`config.mk`:
```
export PLATFORM = sky130hd
export DESIGN_NAME = garuda_mac_arbiter
export DESIGN_NICKNAME = d
export VERILOG_FILES = /design/src/rtl/garuda_mac_arbiter.sv
export SDC_FILE = /design/constraint.sdc
export NUM_CORES = 1
export LEC_CHECK = 0
export ABC_AREA = 1
export CORE_AREA = 2 2 258 260
export CTS_CLUSTER_DIAMETER = 100
export CTS_CLUSTER_SIZE = 25
export DETAILED_ROUTE_END_ITERATION = 8
export DIE_AREA = 0 0 260 262
export DONT_BUFFER_PORTS = 1
export SKIP_LAST_GASP = 1
export SLEW_MARGIN = 40
export SYNTH_ARGS = -nofsm -noshare
export SYNTH_HDL_FRONTEND = slang
export SYNTH_SLANG_ARGS = --single-unit
```
`constraint.sdc`:
```
create_clock -name clk_i -period 8.75 [get_ports clk_i]
set_clock_uncertainty 0.05 [all_clocks]
set_input_delay 1.75 -clock clk_i [delete_from_list [all_inputs] [get_ports clk_i]]
set_output_delay 1.75 -clock clk_i [all_outputs]
set_load 0.03 [all_outputs]
```
`src/rtl/garuda_mac_arbiter.sv`:
```
// garuda_mac_arbiter: round-robin front end that shares one int8_mac_unit
// among NUM_REQ requesters. Issue is credit-limited to MAX_OUTSTANDING
// operations, every issue carries a 3-bit tag, and a tag scoreboard checks
// each returning result before it is routed back to its requester.
// Optional build macro: GARUDA_MAC_ARB_PERF_EN adds per-requester grant
// counters readable through perf_sel_i / perf_cnt_o.
module garuda_mac_arbiter #(
  parameter int NUM_REQ         = 4,
  parameter int XLEN            = 32,
  parameter int MAX_OUTSTANDING = 2
) (
  input  logic                    clk_i,
  input  logic                    rst_i,
  input  logic [NUM_REQ-1:0]      req_valid_i,
  output logic [NUM_REQ-1:0]      req_ready_o,
  input  logic [NUM_REQ*XLEN-1:0] req_rs1_i,
  input  logic [NUM_REQ*XLEN-1:0] req_rs2_i,
  input  logic [NUM_REQ*XLEN-1:0] req_rd_i,
  input  logic [NUM_REQ*4-1:0]    req_opcode_i,
  input  logic [NUM_REQ*5-1:0]    req_rd_addr_i,
  output logic                    mac_valid_o,
  output logic [XLEN-1:0]         mac_rs1_o,
  output logic [XLEN-1:0]         mac_rs2_o,
  output logic [XLEN-1:0]         mac_rd_o,
  output logic [3:0]              mac_opcode_o,
  output logic [4:0]              mac_rd_addr_o,
  output logic [1:0]              mac_hartid_o,
  output logic [2:0]              mac_id_o,
  input  logic                    mac_valid_i,
  input  logic                    mac_we_i,
  input  logic [XLEN-1:0]         mac_result_i,
  input  logic [4:0]              mac_rd_addr_i,
  input  logic [1:0]              mac_hartid_i,
  input  logic [2:0]              mac_id_i,
  output logic [NUM_REQ-1:0]      rsp_valid_o,
  output logic                    rsp_we_o,
  output logic [XLEN-1:0]         rsp_result_o,
  output logic [4:0]              rsp_rd_addr_o,
  output logic                    err_o,
  input  logic [1:0]              perf_sel_i,
  output logic [31:0]             perf_cnt_o
);

  logic [1:0] ptr_reg, ptr_next;
  logic [2:0] tag_reg, tag_next;
  logic [3:0] outstanding_reg, outstanding_next;
  logic [7:0] busy_reg, busy_next;
  logic [1:0] owner_reg [8];
  logic       err_reg;

  logic [XLEN-1:0] rs1_arr    [NUM_REQ];
  logic [XLEN-1:0] rs2_arr    [NUM_REQ];
  logic [XLEN-1:0] rd_arr     [NUM_REQ];
  logic [3:0]      opcode_arr [NUM_REQ];
  logic [4:0]      rd_addr_arr[NUM_REQ];

  logic       grant_any;
  logic [1:0] grant_idx;
  logic [2:0] scan_idx;
  logic [2:0] ptr_inc;
  logic       credit_ok;
  logic       handshake;
  logic       ret_bad;
  logic       ret_ok;

  genvar gi;

  // Unpack the per-requester operand slices
  generate
    for (gi = 0; gi < NUM_REQ; gi++) begin : g_unpack
      assign rs1_arr[gi]     = req_rs1_i[gi*XLEN +: XLEN];
      assign rs2_arr[gi]     = req_rs2_i[gi*XLEN +: XLEN];
      assign rd_arr[gi]      = req_rd_i[gi*XLEN +: XLEN];
      assign opcode_arr[gi]  = req_opcode_i[gi*4 +: 4];
      assign rd_addr_arr[gi] = req_rd_addr_i[gi*5 +: 5];
    end
  endgenerate

  // Rotating-priority search: scan from the farthest candidate back to the
  // pointer so the nearest valid index at/after the pointer wins
  always_comb begin
    grant_any = 1'b0;
    grant_idx = '0;
    scan_idx  = '0;
    for (int k = NUM_REQ - 1; k >= 0; k--) begin
      scan_idx = {1'b0, ptr_reg} + 3'(k);
      if (scan_idx >= 3'(NUM_REQ)) begin
        scan_idx = scan_idx - 3'(NUM_REQ);
      end
      if (req_valid_i[scan_idx[1:0]]) begin
        grant_any = 1'b1;
        grant_idx = scan_idx[1:0];
      end
    end
  end

  // A same-cycle return does not free a credit: only registered count matters
  assign credit_ok = (outstanding_reg < 4'(MAX_OUTSTANDING));
  assign handshake = grant_any && credit_ok && !rst_i;

  generate
    for (gi = 0; gi < NUM_REQ; gi++) begin : g_ready
      assign req_ready_o[gi] = handshake && (grant_idx == 2'(gi));
    end
  endgenerate

  // Return-path scoreboard check: tag must be live, owned by the claimed
  // requester, and the requester index must exist
  assign ret_bad = mac_valid_i &&
                   (!busy_reg[mac_id_i] ||
                    (owner_reg[mac_id_i] != mac_hartid_i) ||
                    ({1'b0, mac_hartid_i} >= 3'(NUM_REQ)));
  assign ret_ok  = mac_valid_i && !ret_bad;

  assign ptr_inc = {1'b0, grant_idx} + 3'd1;

  // Next-state for pointer, tag, credit count and scoreboard
  always_comb begin
    ptr_next         = ptr_reg;
    tag_next         = tag_reg;
    outstanding_next = outstanding_reg;
    busy_next        = busy_reg;
    if (handshake) begin
      ptr_next = (ptr_inc >= 3'(NUM_REQ)) ? 2'd0 : ptr_inc[1:0];
      tag_next = tag_reg + 3'd1;
    end
    if (handshake && !ret_ok) begin
      outstanding_next = outstanding_reg + 4'd1;
    end else if (!handshake && ret_ok) begin
      outstanding_next = outstanding_reg - 4'd1;
    end
    if (ret_ok) begin
      busy_next[mac_id_i] = 1'b0;
    end
    if (handshake) begin
      busy_next[tag_reg] = 1'b1;
    end
  end

  // Arbiter state, issue registers and response registers
  always_ff @(posedge clk_i or posedge rst_i) begin
    if (rst_i) begin
      ptr_reg         <= '0;
      tag_reg         <= '0;
      outstanding_reg <= '0;
      busy_reg        <= '0;
      err_reg         <= 1'b0;
      for (int t = 0; t < 8; t++) begin
        owner_reg[t] <= '0;
      end
      mac_valid_o   <= 1'b0;
      mac_rs1_o     <= '0;
      mac_rs2_o     <= '0;
      mac_rd_o      <= '0;
      mac_opcode_o  <= '0;
      mac_rd_addr_o <= '0;
      mac_hartid_o  <= '0;
      mac_id_o      <= '0;
      rsp_valid_o   <= '0;
      rsp_we_o      <= 1'b0;
      rsp_result_o  <= '0;
      rsp_rd_addr_o <= '0;
    end else begin
      ptr_reg         <= ptr_next;
      tag_reg         <= tag_next;
      outstanding_reg <= outstanding_next;
      busy_reg        <= busy_next;
      err_reg         <= err_reg | ret_bad;
      mac_valid_o     <= handshake;
      if (handshake) begin
        owner_reg[tag_reg] <= grant_idx;
        mac_rs1_o          <= rs1_arr[grant_idx];
        mac_rs2_o          <= rs2_arr[grant_idx];
        mac_rd_o           <= rd_arr[grant_idx];
        mac_opcode_o       <= opcode_arr[grant_idx];
        mac_rd_addr_o      <= rd_addr_arr[grant_idx];
        mac_hartid_o       <= grant_idx;
        mac_id_o           <= tag_reg;
      end
      for (int k = 0; k < NUM_REQ; k++) begin
        rsp_valid_o[k] <= ret_ok && (mac_hartid_i == 2'(k));
      end
      if (ret_ok) begin
        rsp_we_o      <= mac_we_i;
        rsp_result_o  <= mac_result_i;
        rsp_rd_addr_o <= mac_rd_addr_i;
      end
    end
  end

  assign err_o = err_reg;

`ifdef GARUDA_MAC_ARB_PERF_EN
  logic [31:0] perf_arr [4];

  // One wrapping grant counter per requester; unused select slots read 0
  generate
    for (gi = 0; gi < 4; gi++) begin : g_perf
      if (gi < NUM_REQ) begin : g_cnt
        logic [31:0] cnt_reg;
        always_ff @(posedge clk_i or posedge rst_i) begin
          if (rst_i) begin
            cnt_reg <= '0;
          end else if (req_ready_o[gi]) begin
            cnt_reg <= cnt_reg + 32'd1;
          end
        end
        assign perf_arr[gi] = cnt_reg;
      end else begin : g_zero
        assign perf_arr[gi] = '0;
      end
    end
  endgenerate

  assign perf_cnt_o = perf_arr[perf_sel_i];
`else
  logic unused_perf_sel;
  assign unused_perf_sel = ^perf_sel_i;
  assign perf_cnt_o      = '0;
`endif

endmodule
```
# Word level (Yosys, flattened, before mapping)
# Cells that the tools add are included.
# W data, S select, Z words.
# totals
regBits	187
inputBits	472
out_inout_bits	190
# classes
add_sub_neg	11
n_lt_le_gt_ge	18
n_eq_ne	7
n_mux	52
bitwise	7
reduce_logical	26
# op_table
cell	n
$bmux W32 S2	3
$mux W32	6
$mux W2	12
$logic_and A1 B1 Y1	17
$bwmux W16	1
$mux W4	4
$mux W8	2
$ge A3 B3 Y1 const B	5
$lt A2 B3 Y1 const B	4
$mux W1	11
$bmux W5 S2	1
$mux W5	2
$and A8 B8 Y8	1
$bmux W1 S2	4
$bmux W4 S2	1
$eq A2 B2 Y1 const B	4
$ge A4 B4 Y1 const B	2
$lt A3 B4 Y1 const B	2
$not A3 Y4	2
$not A8 Y8	1
$or A8 B8 Y8	1
$sub A2 B1 Y2 const B	4
$add A2 B1 Y3 const B	2
$add A2 B2 Y3 const B	2
other kinds (19)	27

# Logic depth before layout (Yosys ltp)
# Gate-level depths: netlist of run 1.
# depth
ltp_word	15
ltp_mapped	23
ltp_nobuf	20

# Worst setup path before layout of run 1
# No wires, ideal clock.
# synth_path
path_type	input to output
startpoint	in req_valid_i[1]
endpoint	out req_ready_o[3]
arrival_ps	3295
required_ps	6950
slack_ps	3655
cell_stages	15
cell_sequence	inv_1 > nand2_1 > nand3_1 > nand2_1 > inv_1 > nand2_1 > nand2_1 > nand2_1 > nand2_2 > buf_4 > buf_2 > inv_1 > ha_1 > inv_1 > nor2_1
# synth_between
word_cells_on_any_way	20
classes_between	eq/ne: 1; mux: 16; reduce/logical: 3
# synth_lines
item	line_no	text
start, declared	14	input logic [NUM_REQ-1:0] req_valid_i,
$bmux W1 S2	90	if (req_valid_i[scan_idx[1:0]]) begin
$mux W1 (not written as such)	90	
$mux W2 (3 in a row)	90	
$mux W2 (*)	90	
net grant_idx[0]	58	logic [1:0] grant_idx;
$eq A2 B2 Y1 (*)	103	assign req_ready_o[gi] = handshake && (grant_idx == 2'(gi));
$logic_and A1 B1 Y1 (*)	103	
end, declared	15	output logic [NUM_REQ-1:0] req_ready_o,
# The timed path passes the listed nets; every way through them passes the cells marked *. The select of a mux whose other input is x is not followed.

# Worst setup path in the final report of run 1
# layout_path
startpoint	in req_valid_i[1]
endpoint	out req_ready_o[1]
# layout_between
word_cells_on_any_way	20
classes_between	eq/ne: 1; mux: 16; reduce/logical: 3
# layout_lines
item	line_no
$bmux W1 S2	90
$mux W1 (not written as such)	90
$mux W2 (3 in a row)	90
$mux W2 (*)	90
net grant_idx[0]	58
$eq A2 B1 Y1 (*)	103
$logic_and A1 B1 Y1 (*)	103
# Marks and branches as above.

==> results of run 1 <==
-- power by group through the flow --
stage	clock network (mW)	logic [mW]	registers (mW)
final	0.842	4.08	2.21
after global routing	0.918	4.65	2.26
after detailed placement	0	4.13	2.22
after CTS	0.889	4.14	2.22
after global placement	0	4.09	2.23
after floorplan	0	3.11	2.10
-- worst paths after layout --
| check | from | endpoint | cells past startpoint |
|---|---|---|---|
| max | req_valid_i[1] | req_ready_o[1] | 13 |
| min | outstanding_reg[3]$_DFFE_PP0P_ | outstanding_reg[3]$_DFFE_PP0P_ | 1 |
| max reg2reg | ptr_reg[0]$_DFFE_PP0P_ | mac_rs2_o[0]$_DFFE_PP0P_ | 14 |
| min reg2reg | outstanding_reg[3]$_DFFE_PP0P_ | outstanding_reg[3]$_DFFE_PP0P_ | 1 |
| max in group asynchronous | rst_i | mac_rs2_o[28]$_DFFE_PP0P_ | 2 |
| min in group asynchronous | rst_i | mac_rd_o[11]$_DFFE_PP0P_ | 1 |
-- area by class of cell --
| cell class | instances | area share |
|---|---|---|
| clock buffers | 18 | 0.0296 |
| multi-input cells | 1435 | 0.431 |
| diodes | 1 | 0.000172 |
| inverters | 456 | 0.119 |
| well taps | 864 | 0.0745 |
| flip-flops and latches | 187 | 0.322 |
| clock inverters | 14 | 0.0134 |
| repair buffers | 16 | 0.0104 |
-- placed cells by master, fill, tap and decap left out, types with 2 or more instances in the layout --
master	n
nor3_1	4
o31ai_1	5
o21ai_0	26
o21ai_1	4
buf_4	10
nand2_1	833
dfrtp_1	187
xnor2_1	2
inv_2	2
xor2_1	4
ha_1	8
clkinv_8	4
nand2_4	2
inv_4	2
buf_6	5
nand2_8	2
nand3_1	478
clkinv_4	3
a31oi_1	3
inv_1	451
nor2_1	23
inv_8	6
conb_1	32
clkbuf_16	17
-- routing by layer --
metal  global-route usage  up-vias  part of all wire
li1                     -     6364                 -
met1                0.161     5939              0.41
met2                0.221      609              0.47
met3               0.0414       90             0.079
met4               0.0678        2             0.040
met5                    0        -           0.00027
-- logic make-up after synthesis --
kind of cell / after synthesis
AOI/OAI and AO/OA: 41
xor gates and xnor gates: 6
adders and majority gates: 9
buffers and inverters: 626
DFF: 187
other: 1
and+or+nand+nor: 1347
-- through the flow --
stage / util / setup slack [ps] / hold slack [ps] / cell area, um^2 / total power, mW
finish: 0.222 / 2840 / 424 / 14500 / 7.13
global route: 0.222 / 2590 / 447 / 14500 / 7.83
CTS: 0.222 / 2780 / 428 / 14500 / 7.24
detailed placement: 0.213 / 2780 / 411 / 13900 / 6.35
global placement: 0.212 / 2430 / 412 / 13800 / 6.32
floorplan: - / 1860 / 393 / 13500 / 5.20
==> run summary, run 1 <==
• **portion of the post-synthesis area used by sequential elements** 0.350
• **hold bufs inserted after CTS** 0
• **RSZ-0062 raised after global routing** no
• **area of the core** 0.0653 mm^2
• **Sum Neg Setup Slack** 0 ps
• **routability-driven placement congestion ratio** 0.856
• **vias in the first global route** 12000
• **Leak** 8.82 nW
• **share of async-settable or async-resettable flops after synthesis** 1.00
• **Num CTS Buffers** 17
• **cell type with the largest total area after synthesis** dfrtp_1
• **buffering stage count on the worst path with inverters included** 4
• **switching power as a share of total power** 0.603
• **clk root buf** clkbuf_16
• **Worst Setup End Kind** output port
• **FF+latch count, synth** 187
• **Data arrival, critical path** 4110 ps
• **R2R Setup Slk** 5110 ps
• **number of setup violations in the final report** 0
• **category of the most critical setup path** in -> out
• **number of I/O port buffers** 0
• **number of distinct library cells after synthesis** 26
• **number of instances resized during post-cts repair** 0
• **multiplexer area fraction after synthesis** 0
• **P per Cell Area** 491 mW/mm^2
• **compound-gate portion of the synthesized area** 0.0170
• **yosys warns** 0
• **WL per Instance** 16.2 um
• **Die Outline Area** 0.0681 mm^2
• **worst path cell trace** inv_1 -> nand2_1 -> nand3_1 -> nand2_1 -> inv_1 -> nand2_1 -> nand2_1 -> nand2_8 -> nand2_8 -> inv_1 -> ha_1 -> inv_1 -> nor2_1
• **cell types occupying the most area after synthesis** dfrtp_1 (35%), nand2_1 (23%), nand3_1 (18%)
• **dominant combinational cell family by area after synthesis** simple AND/OR/NAND/NOR gates
• **highest achievable clock rate** 0.169 GHz
• **outcome** complete, no violations
• **post-layout instance count excluding filler cells** 2991
• **buffers from clock root to sink, at most** 2
• **clock insertion delay at the later pin of the skew report** 480 ps
• **top fanout value on the critical path** 66
• **clock sink count** 187
• **count of placed standard cells including taps** 2958
• **die outline width** 260 um
• **actual slew at the worst max-slew pin** 785 ps
• **part of the total power dissipated in sequential elements** 0.310
• **average footprint of a synthesized cell** 6.03 um^2
• **H-Tree Level Count** 4
• **post-synth design cell area** 0.0134 mm^2
• **IR drop worst, VDD** 0.222 mV
• **Routed Wire Length** 48400 um
• **share of the cycle needed by the critical path after routing** 0.675
• **most frequently used flop master after synthesis** dfrtp_1
• **worst path required time** 6950 ps
• **Crit path largest cell delay** 460 ps
• **Die Height** 262 um
• **largest net degree at the start of global routing** 90
• **final global-route overflow total** 0
• **Post-Synth Simple-Gate Area** 0.425
• **top cell types by occurrence after synthesis** nand2_1 (836), nand3_1 (479), inv_1 (452), dfrtp_1 (187), buf_2 (86)
• **library cell contributing the largest single delay on the critical path** nor2_1
• **remaining max-slew budget at the tightest pin** 0.477
• **final worst path period need** 5910 ps
• **worst min path class** reg -> reg
• **fin nets** 2594
• **half-perimeter wire length after placement** 35800 um
• **area occupied by multi-input gates** 0.00626 mm^2
• **clock transition time at the flip-flop clock pins of the worst setup and hold paths** 90 ps
• **row count** 94
• **critical path launch point type** primary input
• **detail-routed via count per cell** 4.35
• **antenna-violating nets left** 0
• **total number of vias** 13000
• **starting DRC count in detailed routing** 940
• **max-slew violations** 0
• **buffers inserted by post-CTS timing repair** 0
• **Total Routing Usage GR** 0.135
• **fraction of the mapped netlist area in adder cells** 0.00899
• **switching power summed over all nets** 4.30 mW
• **count of flip-flops with a built-in enable after synthesis** 0
• **wire length of the first global-routing pass** 69900 um
• **growth of design area from synthesis to finish** 8.68%
• **portion of synthesized cell area occupied by the leading cell type** 0.350
• **clock tree from TritonCTS** done
• **count of max-cap constraint violations** 0
• **share of cells above drive strength 1** 0.0278
• **number of instances in the synthesized netlist** 2217
• **number of design rule violations left after detail routing** 0
• **initial antenna violation count** 3
• **starting density of the core** 0.205
• **io pins** 662
• **clock network power share** 0.118
• **synthesized-area fraction occupied by xor and xnor cells** 0.00393
• **sequential cell area** 0.00468 mm^2
• **Fin. Hold Viols** 0
• **most common cell in the netlist** nand2_1
• **largest delay contributor family on the critical path** simple AND/OR/NAND/NOR gates
• **internal power** 2.83 mW
• **Filler cells** 7495
• **Gate power share** 0.572
• **first-pass iteration count of the detailed router** 7
Power figures use the tool's default switching activity.
==> run 2: changes to the inputs <==
==> constraint.sdc (replaced) <==
create_clock -name clk_i -period 6.15 [get_ports clk_i]
set_clock_uncertainty 0.05 [all_clocks]
set_input_delay 1.23 -clock clk_i [delete_from_list [all_inputs] [get_ports clk_i]]
set_output_delay 1.23 -clock clk_i [all_outputs]
set_load 0.03 [all_outputs]
==> run 2 against run 1 <==
- global-route usage down 0.48 points
- clock power up 45%
- power up 42%
- sequential cell count unchanged
- cell area up 0.34%
- largest cell class unchanged
- largest power group unchanged
==> run summary, run 2 (synthesis results as in run 1) <==
• **outcome** complete, no violations
• **number of instances resized during post-cts repair** 0
• **share of cells above drive strength 1** 0.0287
• **IR drop worst, VDD** 0.841 mV
• **routing usage on met1** 0.158
• **clock network power share** 0.120
• **met3 usage in global routing** 0.0350
• **antenna-violating nets left** 0
• **Filler cells** 7497
• **vias in the first global route** 11500
• **Die Outline Area** 0.0681 mm^2
• **first-pass iteration count of the detailed router** 5
• **Data arrival, critical path** 3550 ps
• **area of the core** 0.0653 mm^2
• **total power after layout** 10.1 mW
• **clock sink count** 187
• **growth of design area from synthesis to finish** 9.05%
• **Num CTS Buffers** 17
• **H-Tree Level Count** 4
• **row count** 94
• **RSZ-0062 raised after global routing** no
• **number of setup violations in the final report** 0
• **buffers from clock root to sink, at most** 2
• **wire length of the first global-routing pass** 67700 um
• **commonest cells after routing, fill and taps aside** nand2_1 (833), nand3_1 (478), inv_1 (451)
• **final worst path period need** 4830 ps
• **WL per Instance** 15.8 um
• **worst path required time** 4870 ps
• **buffers inserted by post-CTS timing repair** 0
• **die outline width** 260 um
• **Die Height** 262 um
• **sequential cell area** 0.00468 mm^2
• **P per Cell Area** 697 mW/mm^2
• **Sum Neg Setup Slack** 0 ps
• **Gate power share** 0.569
• **top fanout value on the critical path** 86
• **routability-driven placement congestion ratio** 0.867
• **share of the cycle needed by the critical path after routing** 0.786
• **remaining max-slew budget at the tightest pin** 0.404
• **actual slew at the worst max-slew pin** 894 ps
• **switching power as a share of total power** 0.600
• **ANT cells** 0
• **Leak** 8.85 nW
• **critical path launch point type** primary input
• **hold bufs inserted after CTS** 0
• **clock transition time at the flip-flop clock pins of the worst setup and hold paths** 90 ps
• **number of I/O port buffers** 0
• **most congested layer reported by global routing** met2
• **clk root buf** clkbuf_16
• **switching power summed over all nets** 6.08 mW
• **initial antenna violation count** 0
• **met2 Track Usage GR** 0.212
• **number of design rule violations left after detail routing** 0
• **starting density of the core** 0.205
• **leading cell type in the layout, fill and taps excluded** nand2_1
• **detail-routed via count per cell** 4.34
• **category of the most critical setup path** in -> out
• **highest achievable clock rate** 0.207 GHz
• **starting DRC count in detailed routing** 906
• **fin nets** 2595
• **part of the total power dissipated in sequential elements** 0.311
• **internal power** 4.06 mW
• **Routed Wire Length** 47200 um
• **Total Routing Usage GR** 0.130
• **area occupied by multi-input gates** 0.00625 mm^2
• **count of max-cap constraint violations** 0
• **half-perimeter wire length after placement** 34900 um
• **Fin. Hold Viols** 0
• **max-slew violations** 0
• **Worst Setup End Kind** output port
• **post-route setup slack** 1320 ps
• **worst min path class** reg -> reg
• **clock insertion delay at the later pin of the skew report** 480 ps
• **total number of vias** 13000
• **setup slack after placement** 1290 ps
• **largest net degree at the start of global routing** 179
• **final global-route overflow total** 0
• **clock tree from TritonCTS** done
• **io pins** 662
run 2: worst max-delay path: stages:
cell     delay [ps]
inv_1            20
nand2_1          70
nand3_1         150
nand2_1          90
inv_1            40
nand2_1         110
nand2_1         110
nand2_4         390
nand2_8         440
inv_1           220
ha_1            160
inv_1            40
nor2_1          470
run 2: path summary, 6_finish.rpt:
check	startpoint	endpoint	slack, ps	depth (start not counted)
worst min register to register	outstanding_reg[3]$_DFFE_PP0P_	outstanding_reg[3]$_DFFE_PP0P_	430	1
max in group asynchronous	rst_i	mac_rs1_o[4]$_DFFE_PP0P_	4250	2
worst max-delay path	req_valid_i[0]	req_ready_o[1]	1320	13
worst max register to register	ptr_reg[0]$_DFFE_PP0P_	mac_rs2_o[0]$_DFFE_PP0P_	2490	15
worst min-delay path	outstanding_reg[3]$_DFFE_PP0P_	outstanding_reg[3]$_DFFE_PP0P_	430	1
min in group asynchronous	rst_i	mac_rd_o[18]$_DFFE_PP0P_	660	1
run 2: metal layers:
| metal | up-vias | wire [um] |
|---|---|---|
| li1 | 6358 | - |
| met1 | 5949 | 19200 |
| met2 | 611 | 22300 |
| met3 | 75 | 3830 |
| met4 | 0 | 1810 |
| met5 | - | 0 |
run 2: per-stage QoR:
stage / utilization / instances / hold WS [ps] / cell area [um^2]
3_5_place_dp: 0.213 / 2958 / 423 / 13900
6_report: 0.223 / 2991 / 434 / 14600
3_3_place_gp: 0.213 / 2958 / 417 / 13900
4_1_cts: 0.223 / 2990 / 443 / 14500
5_1_grt: 0.223 / 2991 / 462 / 14600
2_1_floorplan: - / 2248 / 393 / 13500
run 2: layout make-up:
type | count | share of cell area
multi-input cells | 1435 | 0.429
flip-flops and latches | 187 | 0.321
inverters | 456 | 0.118
well taps | 864 | 0.0742
clock buffers | 18 | 0.0301
clock inverters | 14 | 0.0147
repair buffers | 17 | 0.0127
run 2: power by group through the flow:
stage	sequential (mW)	combinational, mW	clock [mW]
6_report	3.15	5.78	1.22
5_1_grt	3.23	6.56	1.33
4_1_cts	3.17	5.85	1.29
3_5_place_dp	3.18	5.84	0
3_3_place_gp	3.19	5.76	0
2_1_floorplan	2.99	4.42	0
==> run 3: changes to the inputs <==
==> constraint.sdc (replaced) <==
create_clock -name clk_i -period 4.6 [get_ports clk_i]
set_clock_uncertainty 0.05 [all_clocks]
set_input_delay 0.92 -clock clk_i [delete_from_list [all_inputs] [get_ports clk_i]]
set_output_delay 0.92 -clock clk_i [all_outputs]
set_load 0.03 [all_outputs]
==> run 3 against run 2 <==
- global-route usage fell by 0.25 points
- die area did not move
- first-iteration DRC count rose by 1.4%
- non-clock buffer count rose by 5
- via count fell by 0.35%
- final cell count rose by 0.17%
- largest cell class unchanged
==> run summary, run 3 (synthesis results as in run 1) <==
• **outcome** complete, no violations
• **P per Cell Area** 927 mW/mm^2
• **final worst path period need** 3590 ps
• **final global-route overflow total** 0
• **number of design rule violations left after detail routing** 0
• **Crit path largest cell delay** 470 ps
• **H-Tree Level Count** 4
• **remaining max-slew budget at the tightest pin** 0.440
• **number of I/O port buffers** 0
• **Num CTS Buffers** 17
• **met2 Track Usage GR** 0.204
• **highest achievable clock rate** 0.279 GHz
• **Leak** 8.87 nW
• **met3 usage in global routing** 0.0368
• **worst path cell trace** inv_2 -> nand2_1 -> nand3_1 -> nand2_1 -> inv_1 -> nand2_1 -> nand2_1 -> nand2_4 -> nand2_8 -> inv_1 -> ha_1 -> inv_1 -> nor2_1
• **buffering stage count on the worst path with inverters included** 4
• **clk root buf** clkbuf_16
• **max-slew violations** 0
• **clock tree from TritonCTS** done
• **worst path required time** 3630 ps
• **initial antenna violation count** 0
• **Total Routing Usage GR** 0.128
• **first-pass iteration count of the detailed router** 5
• **starting density of the core** 0.205
• **commonest cells after routing, fill and taps aside** nand2_1 (833), nand3_1 (478), inv_1 (451)
• **share of cells above drive strength 1** 0.0305
• **number of setup violations in the final report** 0
• **total number of vias** 12900
• **ANT cells** 0
• **count of placed standard cells including taps** 2964
• **largest net degree at the start of global routing** 146
• **Routed Wire Length** 46500 um
• **number of instances resized during post-cts repair** 0
• **share of the cycle needed by the critical path after routing** 0.780
• **clock sink count** 187
• **Die Height** 262 um
• **area of the core** 0.0653 mm^2
• **die outline width** 260 um
• **WL per Instance** 15.5 um
• **clock insertion delay at the later pin of the skew report** 470 ps
• **Worst Setup End Kind** output port
• **starting DRC count in detailed routing** 919
• **Sum Neg Setup Slack** 0 ps
• **row count** 94
• **io pins** 662
• **RSZ-0062 raised after global routing** no
• **Data arrival, critical path** 2620 ps
• **buffers from clock root to sink, at most** 2
• **post-layout instance count excluding filler cells** 2996
• **largest delay contributor family on the critical path** simple AND/OR/NAND/NOR gates
• **routing usage on met1** 0.158
• **half-perimeter wire length after placement** 34400 um
• **most frequent CP cell** nand2_1
• **vias in the first global route** 11500
• **IR drop worst, VDD** 0.555 mV
• **actual slew at the worst max-slew pin** 840 ps
• **Fin. Hold Viols** 0
• **sequential cell area** 0.00468 mm^2
• **worst min path class** in -> async
• **leading cell type in the layout, fill and taps excluded** nand2_1
• **critical path launch point type** register
• **count of max-cap constraint violations** 0
• **routability-driven placement congestion ratio** 0.881
• **wire length of the first global-routing pass** 67000 um
• **hold bufs inserted after CTS** 0
• **area occupied by multi-input gates** 0.00625 mm^2
• **Filler cells** 7484
• **library cell contributing the largest single delay on the critical path** nor2_1
• **most congested layer reported by global routing** met2
• **growth of design area from synthesis to finish** 9.31%
• **top fanout value on the critical path** 13
• **fin nets** 2600
• **buffers inserted by post-CTS timing repair** 0
• **clock transition time at the flip-flop clock pins of the worst setup and hold paths** 80 ps
• **category of the most critical setup path** reg -> out
• **detail-routed via count per cell** 4.32
• **antenna-violating nets left** 0
• **Die Outline Area** 0.0681 mm^2
-- run 3: cell count changes in the layout (fill, tap and decap cells not counted), sizes merged --
| cell | before | now |
|---|---|---|
| buf | 17 | 22 |
| inv | 459 | 462 |
| clkinv | 9 | 6 |
-- run 3: area by class of cell --
| type | instances | area share |
|---|---|---|
| sequential | 187 | 0.320 |
| clock buffer | 18 | 0.0294 |
| clock inverter | 14 | 0.0131 |
| multi-input combinational | 1435 | 0.428 |
| timing repair buffer | 22 | 0.0173 |
| tap | 864 | 0.0740 |
| inverter | 456 | 0.118 |
-- run 3: power breakdown --
group	internal, mW	switching, mW	leakage (nW)	total [mW]
Clock	0.791	0.794	0.301	1.59
Sequential	2.37	1.84	2.35	4.22
Combinational	2.30	5.43	6.21	7.73
Total	5.47	8.07	8.87	13.5
-- run 3: through the flow --
stage	area (um^2)	worst slack, ps	util	power (mW)	hold WS, ps
floorplan	13500	1140	-	9.90	393
global placement	14000	1140	0.214	12.0	413
detailed placement	14000	1130	0.214	12.1	412
CTS	14600	924	0.224	13.7	132
global route	14600	742	0.224	14.9	149
finish	14600	1010	0.224	13.5	190
-- run 3: worst paths after layout --
path	from	endpoint	slack [ps]	depth (start not counted)
min in group clk_i	outstanding_reg[3]$_DFFE_PP0P_	outstanding_reg[3]$_DFFE_PP0P_	420	1
hold / removal	rst_i	outstanding_reg[0]$_DFFE_PP0P_	190	1
max in group asynchronous	rst_i	mac_rs2_o[15]$_DFFE_PP0P_	3420	2
setup reg to reg	ptr_reg[0]$_DFFE_PP0P_	mac_rs2_o[25]$_DFFE_PP0P_	1560	16
hold reg to reg	outstanding_reg[3]$_DFFE_PP0P_	outstanding_reg[3]$_DFFE_PP0P_	420	1
setup / recovery	ptr_reg[0]$_DFFE_PP0P_	req_ready_o[1]	1010	13
-- run 3: routing by layer --
layer | vias to the layer above | share of wire
met5 | - | 0
li1 | 6371 | -
met2 | 635 | 0.47
met1 | 5865 | 0.42
met4 | 0 | 0.036
met3 | 76 | 0.083
-- run 3: worst reg2reg max path, cell delays in order (launching register included) --
cell and delay, ps:
dfrtp_1 460, inv_2 180, nand2_1 90, nand3_1 150
nand2_1 70, inv_1 50, nand2_1 90, nand2_1 120
nand2_4 90, nand2_8 140, buf_4 490, buf_4 490
nand2_1 110, nand3_1 160, nand2_1 90, nand2_1 70
nand2_1 70
